--- src/rtl/booth_mac_accumulator.sv ---
// Signed saturating multiply-accumulate back end for Booth multiplier products.
// Accumulates a fixed-length job of products and hands the result off via valid/ready.
module booth_mac_accumulator #(
  parameter int ACC_W = 72,
  parameter int CNT_W = 8
) (
  input  logic                    write_clock,
  input  logic                    rst,
  input  logic                    start,
  input  logic [CNT_W-1:0]        len,
  input  logic                    prod_valid,
  input  logic signed [63:0]      product,
  output logic signed [ACC_W-1:0] acc_out,
  output logic                    acc_valid,
  input  logic                    acc_ready,
  output logic                    busy,
  output logic                    overflow,
  output logic [CNT_W-1:0]        count
);

  typedef enum logic [1:0] {
    IDLE,
    ACCUM,
    DONE
  } state_t;

  localparam logic signed [ACC_W-1:0] ACC_MAX =
    {1'b0, {(ACC_W-1){1'b1}}};
  localparam logic signed [ACC_W-1:0] ACC_MIN =
    {1'b1, {(ACC_W-1){1'b0}}};

  state_t                  state;
  logic [CNT_W-1:0]        len_q;
  logic signed [ACC_W-1:0] prod_ext;
  logic signed [ACC_W-1:0] sum;
  logic signed [ACC_W-1:0] sat_sum;
  logic                    ovf_pos;
  logic                    ovf_neg;
  logic                    last;

  // Overflow only when both operands share a sign the wrapped sum lacks.
  always_comb begin
    prod_ext = ACC_W'(product);
    sum      = acc_out + prod_ext;
    ovf_pos  = !acc_out[ACC_W-1] && !prod_ext[ACC_W-1]
             && sum[ACC_W-1];
    ovf_neg  = acc_out[ACC_W-1] && prod_ext[ACC_W-1]
             && !sum[ACC_W-1];
    sat_sum  = sum;
    unique case (1'b1)
      ovf_pos: sat_sum = ACC_MAX;
      ovf_neg: sat_sum = ACC_MIN;
      default: sat_sum = sum;
    endcase
    last = (count == len_q - 1'b1);
  end

  always_ff @(posedge write_clock or posedge rst) begin
    if (rst) begin
      state     <= IDLE;
      acc_out   <= '0;
      count     <= '0;
      overflow  <= 1'b0;
      acc_valid <= 1'b0;
      busy      <= 1'b0;
      len_q     <= '0;
    end else begin
      case (state)
        IDLE: begin
          if (start) begin
            acc_out  <= '0;
            count    <= '0;
            overflow <= 1'b0;
            len_q    <= len;
            busy     <= 1'b1;
            if (len == '0) begin
              state     <= DONE;
              acc_valid <= 1'b1;
            end else begin
              state <= ACCUM;
            end
          end
        end
        ACCUM: begin
          if (prod_valid) begin
            acc_out <= sat_sum;
            count   <= count + 1'b1;
            if (ovf_pos || ovf_neg)
              overflow <= 1'b1;
            if (last) begin
              state     <= DONE;
              acc_valid <= 1'b1;
            end
          end
        end
        DONE: begin
          if (acc_ready) begin
            state     <= IDLE;
            acc_valid <= 1'b0;
            busy      <= 1'b0;
          end
        end
        default: begin
          state     <= IDLE;
          acc_valid <= 1'b0;
          busy      <= 1'b0;
        end
      endcase
    end
  end

endmodule

--- config.mk ---
export PLATFORM = sky130hd
export DESIGN_NAME = booth_mac_accumulator
export DESIGN_NICKNAME = d
export VERILOG_FILES = /design/src/rtl/booth_mac_accumulator.sv
export SDC_FILE = /design/constraint.sdc
export NUM_CORES = 1
export LEC_CHECK = 0
export ABC_AREA = 1
export CORE_ASPECT_RATIO = 0.7
export CORE_UTILIZATION = 43
export DETAILED_ROUTE_END_ITERATION = 8
export GPL_ROUTABILITY_DRIVEN = 0
export PLACE_DENSITY = 0.73
export SYNTH_ARGS = -nofsm -noshare
export SYNTH_HDL_FRONTEND = slang
export SYNTH_SLANG_ARGS = --single-unit
--- constraint.sdc ---
create_clock -name write_clock -period 4.2 [get_ports write_clock]
set_input_delay 0.84 -clock write_clock [delete_from_list [all_inputs] [get_ports write_clock]]
set_output_delay 0.84 -clock write_clock [all_outputs]
set_load 0.05 [all_outputs]
# After elaboration in Yosys (flattened, before gate mapping)
# Cells that the tools add are included.
op_classes:
  add_sub_neg: 3
  eq_ne: 9
  n_mux: 25
  n_reduce_logical: 17
  bitwise_logic: 1
op_table:
  columns: ["cell", "n"]
  rows:
  - ["$pmux 72 s2", 2]
  - ["$mux 72", 2]
  - ["$add 72x64->72", 1]
  - ["$mux 8", 2]
  - ["$pmux 8 s2", 1]
  - ["$ne 2x2->1 const B", 6]
  - ["$mux 2", 5]
  - ["$mux 1", 9]
  - ["$add 8x1->8 const B", 1]
  - ["$eq 8x8->1", 1]
  - ["$logic_not 8->1", 1]
  - ["$reduce_and 4->1", 2]
  - ["$sub 8x1->8 const B", 1]
  - ["$pmux 1 s3", 2]
  - ["$pmux 2 s3", 1]
  - ["$reduce_and 3->1", 2]
  - ["$reduce_and 5->1", 1]
  - ["$logic_and 1x1->1", 4]
  - ["$logic_not 1->1", 3]
  - ["$eq 2x1->1 const B", 1]
  - ["$eq 2x2->1 const B", 1]
  - ["$logic_not 2->1", 1]
  - ["$pmux 1 s2", 1]
  - ["$reduce_and 2->1", 1]
  - ["other kinds (3)", 3]
totals:
  wordCells: 62
  inputBits: 77
  regBits: 93

# Depth between registers and ports, before layout
# Gate-level depths: netlist of the first run.
logic_depth:
  word_depth: 7
  depth_mapped: 23
  depth_no_buf: 22

# Worst setup path before layout of the first run
# No wires, ideal clock.
synth_timing:
  path_kind: "input to register"
  from: "in product[10]"
  to: "reg acc_out[41]"
  arrival_time_ns: 3.644
  path_stages: 19
  slack_ns: 0.439
  path_buffers: 2
  path_cell_list: "ha_1 -> nand2_1 -> inv_1 -> a21oi_1 -> nor2_1 -> o21bai_1 -> nand3b_1 -> nand2_1 -> nand2_1 -> nand3_1 -> nand4_1 -> fa_1 -> nor2_1 -> nor2_1 -> clkbuf_1 -> clkbuf_1 -> nand3_1 -> nand2_1 -> nand2_1"
synth_between:
  elab_chain_cells: 6
  elab_cells_between_ends: 7
  classes_between: "add/sub (1); mux (3); reduce/logical (3)"
synth_rtl:
  columns: ["element", "line_no", "text"]
  rows:
  - ["start, declared", "12", "input logic signed [63:0] product,"]
  - ["$add 72x64->72 *", "44", "sum = acc_out + prod_ext;"]
  - ["$logic_not 1->1", "48", "&& !sum[ACC_W-1];"]
  - ["$logic_and 1x1->1", "48", null]
  - ["$pmux 72 s2 *", "50", "unique case (1'b1)"]
  - ["$mux 72 *", "85", "if (prod_valid) begin"]
  - ["$pmux 72 s2 *", "68", "case (state)"]
  - ["end signal, assigned", "86", "acc_out <= sat_sum;"]
  - ["end, declared", "13", "output logic signed [ACC_W-1:0] acc_out,"]
# Every way passes the cells marked *; elsewhere a longest branch is shown, timed or not. The select of a mux whose other input is x is not followed.
# A chain may end at the register's enable or synchronous reset.

# Worst setup path after layout of the first run
layout_timing:
  from: "in product[52]"
  to: "reg acc_out[37]"
# Same word-level chain as after synthesis.

==> results of run 1 <==
[power breakdown]
part / total, mW / leakage (nW) / internal (mW) / switching, mW
sequential: 1.59 / 1.19 / 1.27 / 0.323
clock: 0.892 / 0.143 / 0.467 / 0.425
combinational: 7.61 / 5.86 / 2.69 / 4.92
total: 10.1 / 7.20 / 4.42 / 5.67
[worst paths after layout]
path	cells past startpoint	slack, ns	endpoint
worst max-delay path	19	0.17	acc_out[37]
worst min-delay path	2	0.48	acc_valid
worst max register to register	18	0.66	acc_out[37]
worst min register to register	2	0.48	acc_valid
max in group asynchronous	3	2.60	acc_out[68]
min in group asynchronous	2	0.92	acc_out[22]
[critical path, cell delays in order]
cell and delay (ns):
clkdlybuf4s50_1 0.41, ha_1 0.33, a21oi_1 0.29, o21ai_0 0.18
inv_1 0.09, nand2_1 0.07, inv_1 0.06, nand2_1 0.05
a21oi_1 0.15, nand2_1 0.14, nand3_1 0.11, nand4_1 0.10
fa_1 0.51, nor2_1 0.09, nor2_4 0.18, buf_12 0.21
nand2_1 0.08, o21ai_0 0.26, nand2_1 0.09
[sequential cells by signal, summed over array words and instances (netlist names)]
name and count:
acc_out 72, len_q 8, state 2, busy 1, count 8, acc_valid 1, overflow 1
[cell type report]
cell class                      count  area, um^2
Clock buffer                       10         229
Clock inverter                      6        68.8
Fill cell                        2277        9630
Inverter                          318        1200
Multi-Input combinational cell   1341        6550
Sequential cell                    93        2330
Tap cell                          312         390
Timing Repair Buffer              272        2510
[kinds of logic after synthesis]
logic type               after synthesis  synth area share [%]
XOR/XNOR                              15                  1.30
buffers and inverters                340                  12.7
flip-flops                            93                  23.0
adder cells (fa/ha/maj)               77                  9.65
AO/OA/AOI/OAI                        246                  12.7
AND/OR/NAND/NOR                     1003                  40.7
[per-layer routing]
layer | vias to the layer above | global-route usage [%] | part of all wire [%]
met5 | - | 0 | 0
met4 | 0 | 9.11 | 2.6
li1 | 6046 | - | -
met3 | 66 | 10.8 | 14
met1 | 5246 | 44.9 | 47
met2 | 619 | 40.7 | 36
[cells in the final DEF (no fill, tap or decap), types with 4 or more instances in the layout]
cell type	instances
nand2_1	682
inv_1	306
clkdlybuf4s50_1	159
nor2_1	141
a21oi_1	124
buf_4	107
nand3_1	98
o21ai_0	95
dfrtp_1	93
ha_1	75
nor3_1	19
nor2_2	18
xnor2_1	12
o21bai_1	10
inv_2	10
clkbuf_16	9
nand3_2	7
nand4_1	7
a22o_1	7
buf_12	6
nor2_4	5
o21ai_1	5
nand3b_1	4
nor3_2	4
and2_1	4
nor4_1	4
[metrics by stage]
stage          setup TNS [ns]  power, mW  cells  hold WS [ns]
2_1_floorplan               0       6.33   1774         0.462
3_3_place_gp           -0.307       8.89   2336         0.467
3_5_place_dp            -4.02       8.99   2336         0.473
4_1_cts                     0       9.92   2352         0.492
5_1_grt                     0       10.9   2352         0.524
6_report                    0       10.1   2352         0.483
[timing repair]
action                     CTS  global route
hold buffers                 0             0
gates resized for setup      0             6
setup endpoints to repair    0            14
==> flow_summary.yaml, run 1 <==
global_route:
  grt_pass1_vias: 10900
  antenna_found_initial: 1
  grt_overflow: 0
  grt_util_all_layers_pct: 30.5
  grt_max_degree: 73
  grt_pass1_wl_mm: 56.2
cells_and_area:
  drive_gt1_share_pct: 8.97
  fin_area_mm2: 0.0133
  areaGrowthSynthToFinish_pct: 31.0
  layout.nets: 2189
  n_antenna_cell: 0
  final_core_util_pct: 58.0
routing:
  drt-total-wl_mm: 36.0
  first_iter_violations: 1284
  vias_per_cell: 5.09
  drc: 0
  drt_first_pass_iters: 6
  avgRoutedWirePerCell_um: 15.3
  ant_nets: 0
  vias: 12000
synth:
  ys.flop_type: "dfrtp_1"
  postSynthAreaPerCell_um2: 5.72
  ys_types: 35
  syn-num-nets: 1928
  syn-instance-count: 1774
  synth-seq-cells: 93
  seq_area_frac_synth_pct: 23.0
  synthTopCellsByArea: "nand2_1 25%, dfrtp_1 23%, inv_1 11%"
  yosysTopAreaCellShare_pct: 25.3
  synthesis.area_mm2: 0.0101
  synth-edff-count: 0
  synthArstFlopShare_pct: 100
  synth_most_common_cell: "nand2_1"
  ys_warn_count: 0
  synth_area_leader_cell: "nand2_1"
  synth_common_cells: "683 x nand2_1, 307 x inv_1, 144 x nor2_1, 127 x a21oi_1, 98 x nand3_1"
die:
  core_area_mm2: 0.0229
  rows: 46
  io_pins: 160
  die_x_um: 186
  start_util_pct: 44.3
  dieArea_mm2: 0.0242
  die_y_um: 130
setup_path:
  crit_start: "product[52]"
  critPathKind: "input pin to register"
  r2r_start: "acc_out[52]"
  end_kind: "register"
  critical_path_required_ns: 4.45
  startpoint_type: "input pin"
  arrival_ns: 4.27
  cp_max_fo: 32
flow_run:
  max_cap_viol_count: 0
timing:
  tightest_slew_ns: 0.806
  setup_viol: 0
  min_period_ns: 4.03
  drv_slew: 0
  timing.fmax_mhz: 248
  skew_ns: 0.0222
  timing.final.crit_share_pct: 95.8
  fin_ws_ns: 0.174
  rsz0062_at_grt: "false"
  slew_headroom_pct: 46.2
  hold_viol: 0
clock_tree:
  cts_tree: "built"
  cts_root_buffer: "clkbuf_16"
  htree_levels: 3
  clkSinkCount: 93
  max-clock-path-buffers: 2
  clkLatencyLatePin_ns: 0.39
  post_cts_buffers: 0
  clk_pin_slew_ns: 0.07
  cts_buffers: 9
power_and_ir_drop:
  p_leak_nw: 7.20
  p_per_area_mw_per_mm2: 760
  ir_worst_vdd_v: 0.000400
place:
  pre_cts_slack_ns: -0.133
  port_buffers: 159
  dp_hpwl_mm: 29.6
  dpl_cell_area_mm2: 0.0130
worst_hold_path:
  hold_class: "register to register"
  hold_start: "acc_valid"
outcome:
  status: "finished clean"
No activity file was read; power rests on OpenSTA's default activity.
==> run 2, diff against run 1 <==
CORE_MARGIN = 1   (was unset)
==> results of run 2 <==
Final layout, timing and power as in run 1 (identical DEF).
==> run 3, diff against run 2 <==
CORE_MARGIN = 5   (was 1)
==> run 3 against run 2 <==
Compared with the run above: clock power fell by 1%; total power rose by 0.54%; final area barely moved; first-iteration DRC count rose by 6.2%; combinational power rose by 0.7%; worst setup slack improved by 0.050 ns; clock-buffer cell count fell by 1; clock skew fell by 0.0027 ns; fmax rose by 1.3%; largest cell class unchanged; highest routed layer is now met5.
==> flow_summary.yaml, run 3 (synthesis results as in run 1) <==
outcome:
  status: "finished clean"
cells_and_area:
  final_cell_mix: "683 x nand2_1, 306 x inv_1, 159 x clkdlybuf4s50_1"
  n_antenna_cell: 0
  final_common_cell: "nand2_1"
  fin_area_mm2: 0.0133
  layout.nets: 2190
  reg_top3: "acc_out x72, count x8, len_q x8"
  fin_cells: 2359
  largest_register_ffs: 72
  final_core_util_pct: 56.8
  areaGrowthSynthToFinish_pct: 31.1
  drive_gt1_share_pct: 9.02
  top_register: "acc_out"
flow_run:
  max_cap_viol_count: 0
die:
  die_x_um: 194
  dieArea_mm2: 0.0268
  io_pins: 160
  rows: 47
  core_area_mm2: 0.0234
  die_y_um: 138
  start_util_pct: 43.3
routing:
  avgRoutedWirePerCell_um: 15.9
  drt_first_pass_iters: 6
  ant_nets: 0
  first_iter_violations: 1364
  drt-total-wl_mm: 37.4
  vias: 12300
  drc: 0
  vias_per_cell: 5.22
global_route:
  grt_max_degree: 74
  grt_pass1_vias: 10900
  antenna_found_initial: 1
  grt_util_all_layers_pct: 26.9
  grt_overflow: 0
  grt_pass1_wl_mm: 58.1
setup_path:
  slowest_stage: "fa_1"
  cpPeakStageDelay_ns: 0.46
  rrSetupSlack_ns: 0.72
  r2r_start: "acc_out[52]"
  r2r_end: "acc_out[17]"
  cp_cell_sequence: "clkdlybuf4s50_1, ha_1, a21oi_1, inv_1, nor2_1, o21ai_0, nand2_1, nand2_1, a21oi_1, nand2_1, nand3_1, nand4_1, fa_1, nand2_1, inv_1, nor2_4, inv_1, buf_4, a21oi_1, o21ai_0, a22o_1"
  critical_path_required_ns: 4.46
  startpoint_type: "input pin"
  cp_max_fo: 5
  arrival_ns: 4.23
  cp_common_cell: "nand2_1"
  reg2reg_depth: 20
  critPathKind: "input pin to register"
  end_kind: "register"
timing:
  drv_slew: 0
  hold_viol: 0
  skew_ns: 0.0195
  tightest_slew_ns: 0.944
  timing.fmax_mhz: 252
  timing.final.crit_share_pct: 94.7
  slew_headroom_pct: 37.0
  rsz0062_at_grt: "false"
  tns_ns: 0
  min_period_ns: 3.98
  setup_viol: 0
clock_tree:
  max-clock-path-buffers: 2
  post_cts_buffers: 0
  cts_buffers: 9
  htree_levels: 3
  clk_pin_slew_ns: 0.07
  clkSinkCount: 93
  ctsHoldBuffers: 0
  cts_root_buffer: "clkbuf_16"
  cts_tree: "built"
  clkLatencyLatePin_ns: 0.38
worst_hold_path:
  min_delay_worst_endpoint: "busy"
  hold_depth: 2
  hold_start: "busy"
  hold_class: "register to register"
power_and_ir_drop:
  ir_worst_vdd_v: 0.000385
  finalPower_mw: 10.1
  p_leak_nw: 7.20
  p_per_area_mw_per_mm2: 763
place:
  port_buffers: 159
  place_inst: 2343
  dp_hpwl_mm: 30.8
  dpl_cell_area_mm2: 0.0130
==> run 3: power by group <==
group | switching (mW) | internal, mW | total (mW)
combinational | 4.98 | 2.68 | 7.66
sequential | 0.336 | 1.27 | 1.60
clock | 0.410 | 0.473 | 0.883
total | 5.72 | 4.42 | 10.1
==> run 3: how the worst max path moves through the flow <==
stage | depth (start not counted) | slack, ns | start | endpoint
final | 21 | 0.22 | product[42] | acc_out[17]
after detailed placement | 21 | -0.16 | product[36] | acc_out[17]
after global placement | 20 | -0.09 | product[36] | acc_out[40]
after CTS | 20 | 0.22 | product[36] | acc_out[40]
after global routing | 21 | 0.006 | product[52] | acc_out[17]
after floorplan | 19 | 0.44 | product[10] | acc_out[41]
==> run 3: layout make-up <==
cell class / count / area [um^2]
inverters: 318 / 1190
clock buffers: 9 / 225
clock inverters: 7 / 82.6
flip-flops and latches: 93 / 2330
fillers: 2355 / 10100
multi-input cells: 1341 / 6560
well taps: 318 / 398
repair buffers: 273 / 2510
==> run 3: metal layers <==
layer / GRT usage (%) / share of wire [%] / up-vias / wire (um)
met3: 9.02 / 14 / 68 / 5250
met5: 0 / 0.029 / - / 11
met2: 35.5 / 37 / 679 / 13900
met4: 6.18 / 2.1 / 2 / 798
met1: 41.6 / 47 / 5517 / 17500
li1: - / - / 6042 / -
==> run 3: through the flow <==
step	hold slack, ns	setup WS [ns]
after floorplan	0.462	0.439
after global placement	0.469	-0.0918
after detailed placement	0.467	-0.164
after CTS	0.491	0.220
after global routing	0.530	0.00618
final	0.495	0.225
==> run 3: worst max-delay path, delay by kind of cell <==
family                     cells  cell delay [ns]
adders and majority gates      2             0.80
and+or+nand+nor                8             0.85
buffers and inverters          5             0.82
AOI/OAI and AO/OA              6             0.93
==> run 3: timing repair <==
item	CTS	global route
setup endpoints to repair	0	29
hold endpoints to repair	0	0
gates resized for setup	0	8
